===== src/rtl/cpu_mem_bridge.sv =====
// rtl/cpu_mem_bridge.sv - CPU instruction/data channel arbiter onto one single-port word SRAM
// Data requests win over instruction fetches; read data returns through registered valid/ready.
module cpu_mem_bridge #(
   parameter int ADDR_W = 14,
   parameter int RD_LAT = 1
) (
   input  logic              clk,
   input  logic              rst,
   input  logic [31:0]       PC,
   input  logic              Inst_Req_Valid,
   output logic              Inst_Req_Ready,
   output logic [31:0]       Instruction,
   output logic              Inst_Valid,
   input  logic              Inst_Ready,
   input  logic [31:0]       Address,
   input  logic              MemWrite,
   input  logic [31:0]       Write_data,
   input  logic [3:0]        Write_strb,
   input  logic              MemRead,
   output logic              Mem_Req_Ready,
   output logic [31:0]       Read_data,
   output logic              Read_data_Valid,
   input  logic              Read_data_Ready,
   output logic              ram_en,
   output logic [3:0]        ram_we,
   output logic [ADDR_W-1:0] ram_addr,
   output logic [31:0]       ram_wdata,
   input  logic [31:0]       ram_rdata
);

   typedef enum logic [1:0] {IDLE, WAIT, RESP_I, RESP_D} state_t;

   localparam logic [3:0] LAT = 4'(RD_LAT);

   state_t     state;
   logic [3:0] count;
   logic       side_d;
   logic       data_hs;
   logic       inst_hs;
   logic       write_hs;
   logic       unused_bits;

   assign Mem_Req_Ready  = (state == IDLE);
   assign Inst_Req_Ready = (state == IDLE) & ~MemRead & ~MemWrite;

   assign data_hs  = Mem_Req_Ready & (MemRead | MemWrite);
   assign inst_hs  = Inst_Req_Ready & Inst_Req_Valid;
   assign write_hs = data_hs & MemWrite;

   // A combined read+write is a write; the read half is silently dropped.
   assign ram_en    = data_hs | inst_hs;
   assign ram_we    = write_hs ? Write_strb : 4'b0000;
   assign ram_wdata = write_hs ? Write_data : 32'h0;
   assign ram_addr  = data_hs ? Address[ADDR_W+1:2] :
                      inst_hs ? PC[ADDR_W+1:2] : '0;

   assign unused_bits = ^{Address[31:ADDR_W+2], Address[1:0], PC[31:ADDR_W+2], PC[1:0]};

   always_ff @(posedge clk or posedge rst) begin
      if (rst) begin
         state           <= IDLE;
         count           <= 4'd0;
         side_d          <= 1'b0;
         Inst_Valid      <= 1'b0;
         Read_data_Valid <= 1'b0;
         Instruction     <= 32'h0;
         Read_data       <= 32'h0;
      end else begin
         case (state)
            IDLE: begin
               if (data_hs && !MemWrite) begin
                  state  <= WAIT;
                  count  <= LAT;
                  side_d <= 1'b1;
               end else if (inst_hs) begin
                  state  <= WAIT;
                  count  <= LAT;
                  side_d <= 1'b0;
               end
            end
            WAIT: begin
               // count reaches 1 in the cycle the SRAM presents the word
               if (count == 4'd1) begin
                  count <= 4'd0;
                  if (side_d) begin
                     Read_data       <= ram_rdata;
                     Read_data_Valid <= 1'b1;
                     state           <= RESP_D;
                  end else begin
                     Instruction <= ram_rdata;
                     Inst_Valid  <= 1'b1;
                     state       <= RESP_I;
                  end
               end else begin
                  count <= count - 4'd1;
               end
            end
            RESP_I: begin
               if (Inst_Ready) begin
                  Inst_Valid <= 1'b0;
                  state      <= IDLE;
               end
            end
            RESP_D: begin
               if (Read_data_Ready) begin
                  Read_data_Valid <= 1'b0;
                  state           <= IDLE;
               end
            end
            default: state <= IDLE;
         endcase
      end
   end

endmodule


===== config.mk =====
export PLATFORM = sky130hd
export DESIGN_NAME = cpu_mem_bridge
export DESIGN_NICKNAME = d
export VERILOG_FILES = /design/src/rtl/cpu_mem_bridge.sv
export SDC_FILE = /design/constraint.sdc
export NUM_CORES = 1
export LEC_CHECK = 0
export ABC_CLOCK_PERIOD_IN_PS = 3470
export CAP_MARGIN = 20
export CELL_PAD_IN_SITES_DETAIL_PLACEMENT = 1
export CELL_PAD_IN_SITES_GLOBAL_PLACEMENT = 1
export CORE_UTILIZATION = 26
export DETAILED_ROUTE_END_ITERATION = 6
export GPL_ROUTABILITY_DRIVEN = 0
export PLACE_DENSITY = 0.86
export SLEW_MARGIN = 10
export SYNTH_ARGS = -nofsm -noshare
export SYNTH_HDL_FRONTEND = slang
export SYNTH_SLANG_ARGS = --single-unit

===== constraint.sdc =====
create_clock -name clk -period 3.47 [get_ports clk]
set_input_delay 0.347 -clock clk [delete_from_list [all_inputs] [get_ports clk]]
set_output_delay 0.347 -clock clk [all_outputs]
set_load 0.02 [all_outputs]

==> results.sh <==
export IMPL_clockRootBuffer="clkbuf_16"
export IMPL_final_common_cell="clkdlybuf4s50_1"
export IMPL_ys_seq_area_frac=0.549
export IMPL_path_cells="nor2_1, buf_4, o21a_1, a22o_1, clkdlybuf4s50_1"
export IMPL_place_area_um2=5670
export IMPL_grt_pass1_vias=3048
export IMPL_status="completed"
export IMPL_postCtsResizedCells=0
export IMPL_power_density_nw_per_um2=889
export IMPL_seqPwrFrac=0.291
export IMPL_synth_seq_cells=73
export IMPL_track_usage=0.164
export IMPL_worst_pin_slew_ns=0.856
export IMPL_hold_viol=0
export IMPL_netlist_area_um2=3330
export IMPL_dp_hpwl_mm=8.54
export IMPL_max_slew_margin_rel=0.429
export IMPL_synth_cell_type_count=34
export IMPL_required_ns=3.12
export IMPL_io_buffers=221
export IMPL_finalCritPeriodShare=0.868
export IMPL_dr_pass1_iters=4
export IMPL_drc=0
export IMPL_cellLeakagePower_uw=0.00257
export IMPL_ctsHoldBuffers=0
export IMPL_area_delta_synth_final_pct=80.3
export IMPL_critical_path_class="reg -> out"
export IMPL_via_per_inst=4.49
export IMPL_ant_nets=0
export IMPL_maxSlewViolCount=0
export IMPL_pwr_share_clk=0.189
export IMPL_fin_skew_ns=0.00931
export IMPL_cts_setup_buffers=0
export IMPL_fin_nets=608
export IMPL_clk_insertion_delay_late_ns=0.33
export IMPL_drtIter0Drc=93
export IMPL_coreArea_um2=12300
export IMPL_syn_num_nets=391
export IMPL_ir_drop_mv=0.440
export IMPL_rows=40
export IMPL_swShare=0.358
export IMPL_p_int_uw=3420
export IMPL_cts_tree="yes"
export IMPL_cts_max_level=3
export IMPL_gr_max_usage_layer="met2"
export IMPL_power_uw=5330
export IMPL_switching_power_uw=1910
export IMPL_rsz0062_at_grt="false"
export IMPL_cts_buffers=9
export IMPL_synthArstFlopShare=1.00
export IMPL_start_util=0.271
export IMPL_final_area_um2=6000
export IMPL_hold_path_class="in -> async"
export IMPL_min_period_ns=3.01
export IMPL_n_antenna_cell=0
export IMPL_antenna_found_initial=0
export IMPL_use_met2=0.294
export IMPL_ios=258
export IMPL_postRouteWirelength_mm=11.0
export IMPL_crit_path_end_kind="primary output"
export IMPL_die_w_um=115
export IMPL_start_kind="flop"
export IMPL_dieHeight_um=115
export IMPL_slowest_delay_ns=0.61
export IMPL_maxCapViolations=0
export IMPL_finalSetupViolCount=0
export IMPL_clk_pin_slew_worst_paths_ns=0.06
export IMPL_crit_start="state[0]$_DFFE_PP0P_"
export IMPL_regToRegStartpoint="count[1]$_DFFE_PP0P_"
export IMPL_synthCells=250
export IMPL_grt_max_degree=49
export IMPL_finalSetupTns_ns=0
export IMPL_dieArea_um2=13300
export IMPL_post_route_cells_drive_above_1_share=0.189
export IMPL_grt_ovfl_total=0
export IMPL_clock_sinks=73
export IMPL_whs_ns=0.407
export IMPL_slowest_stage="clkdlybuf4s50_1"
export IMPL_grt_first_pass_wirelength_mm=16.5
export IMPL_cp_arrival_ns=2.67
export IMPL_grt_met1_usage=0.184
export IMPL_combinationalPowerShare=0.520
export IMPL_wire_per_inst_um=17.2
export IMPL_cts_buffer_depth=2
export IMPL_synth_edff_count=0
export IMPL_synth_warnings=0
export IMPL_avgSynthCellArea_um2=13.3
export IMPL_grt_use_met3=0.0506
export IMPL_vias=2870
export IMPL_critPathMaxFanout=39
export IMPL_synth_flop_cell="dfrtp_1"
export IMPL_mostFrequentLayoutCells="clkdlybuf4s50_1, dfrtp_1, mux2_2"
export IMPL_fmax_mhz=332
cell usage after synthesis (3+ instances only):
library cell	instances	area [um^2]
dfrtp_1	73	1830
mux2_2	62	698
and3_1	38	238
a22o_1	14	123
clkbuf_1	9	33.8
buf_6	6	67.6
inv_1	5	18.8
o21ai_0	4	20.0
buf_2	3	15.0
nand2_1	3	11.3
nor2b_1	3	18.8
area by class of cell:
| class | instances | area (um^2) |
|---|---|---|
| fillers | 1302 | 6260 |
| repair buffers | 226 | 2260 |
| flip-flops and latches | 73 | 1830 |
| multi-input cells | 152 | 1350 |
| clock buffers | 11 | 253 |
| well taps | 168 | 210 |
| clock inverters | 4 | 76.3 |
| inverters | 5 | 18.8 |
worst max-delay path: cells and delay by family (launching register included):
kind	cells	cell delay, ns
and+or+nand+nor	1	0.14
AOI/OAI and AO/OA	2	0.76
buffers and inverters	2	0.93
DFF	1	0.50
through the flow:
step / utilization / setup WS, ns / std cells
after global routing: 0.489 / 0.295 / 639
after floorplan: - / 1.27 / 250
after detailed placement: 0.462 / 0.710 / 624
final: 0.489 / 0.457 / 639
after global placement: 0.462 / 0.781 / 624
after CTS: 0.489 / 0.439 / 639
power by group through the flow:
stage                     combinational (uW)  clock (uW)  sequential [uW]
after global placement                  2730           0             1530
after global routing                    2930        1080             1620
final                                   2770        1010             1550
after floorplan                         1010           0             2000
after detailed placement                2800           0             1570
after CTS                               2810        1040             1560
layer usage:
layer / part of all wire / up-vias
met4: 0.017 / 0
met3: 0.068 / 14
met2: 0.54 / 108
met5: 0 / -
li1: - / 1333
met1: 0.38 / 1415
kinds of logic (layout without fill, tap and decap cells):
group	count (synthesis)	count (layout)	share of synthesized area
multiplexers	64	64	0.217
buffers and inverters	25	246	0.0451
adder cells (fa/ha/maj)	2	2	0.00752
flip-flops	73	73	0.549
AND/OR/NAND/NOR	57	57	0.112
AO/OA/AOI/OAI	29	29	0.0699
final timing paths:
kind,cells past startpoint,slack [ns],to
min in group clk,1,0.50,Instruction[23]$_DFFE_PP0P_
max in group asynchronous,3,2.40,Instruction[22]$_DFFE_PP0P_
setup / recovery,5,0.46,ram_addr[3]
setup reg to reg,5,1.13,Instruction[11]$_DFFE_PP0P_
hold / removal,2,0.41,Read_data[27]$_DFFE_PP0P_
hold reg to reg,1,0.50,Instruction[23]$_DFFE_PP0P_
registers in the layout (all words and copies together) (netlist names):
signal and cells:
Instruction 32, Read_data 32, count 4, state 2, Inst_Valid 1, Read_data_Valid 1, side_d 1
Power figures use the tool's default switching activity.
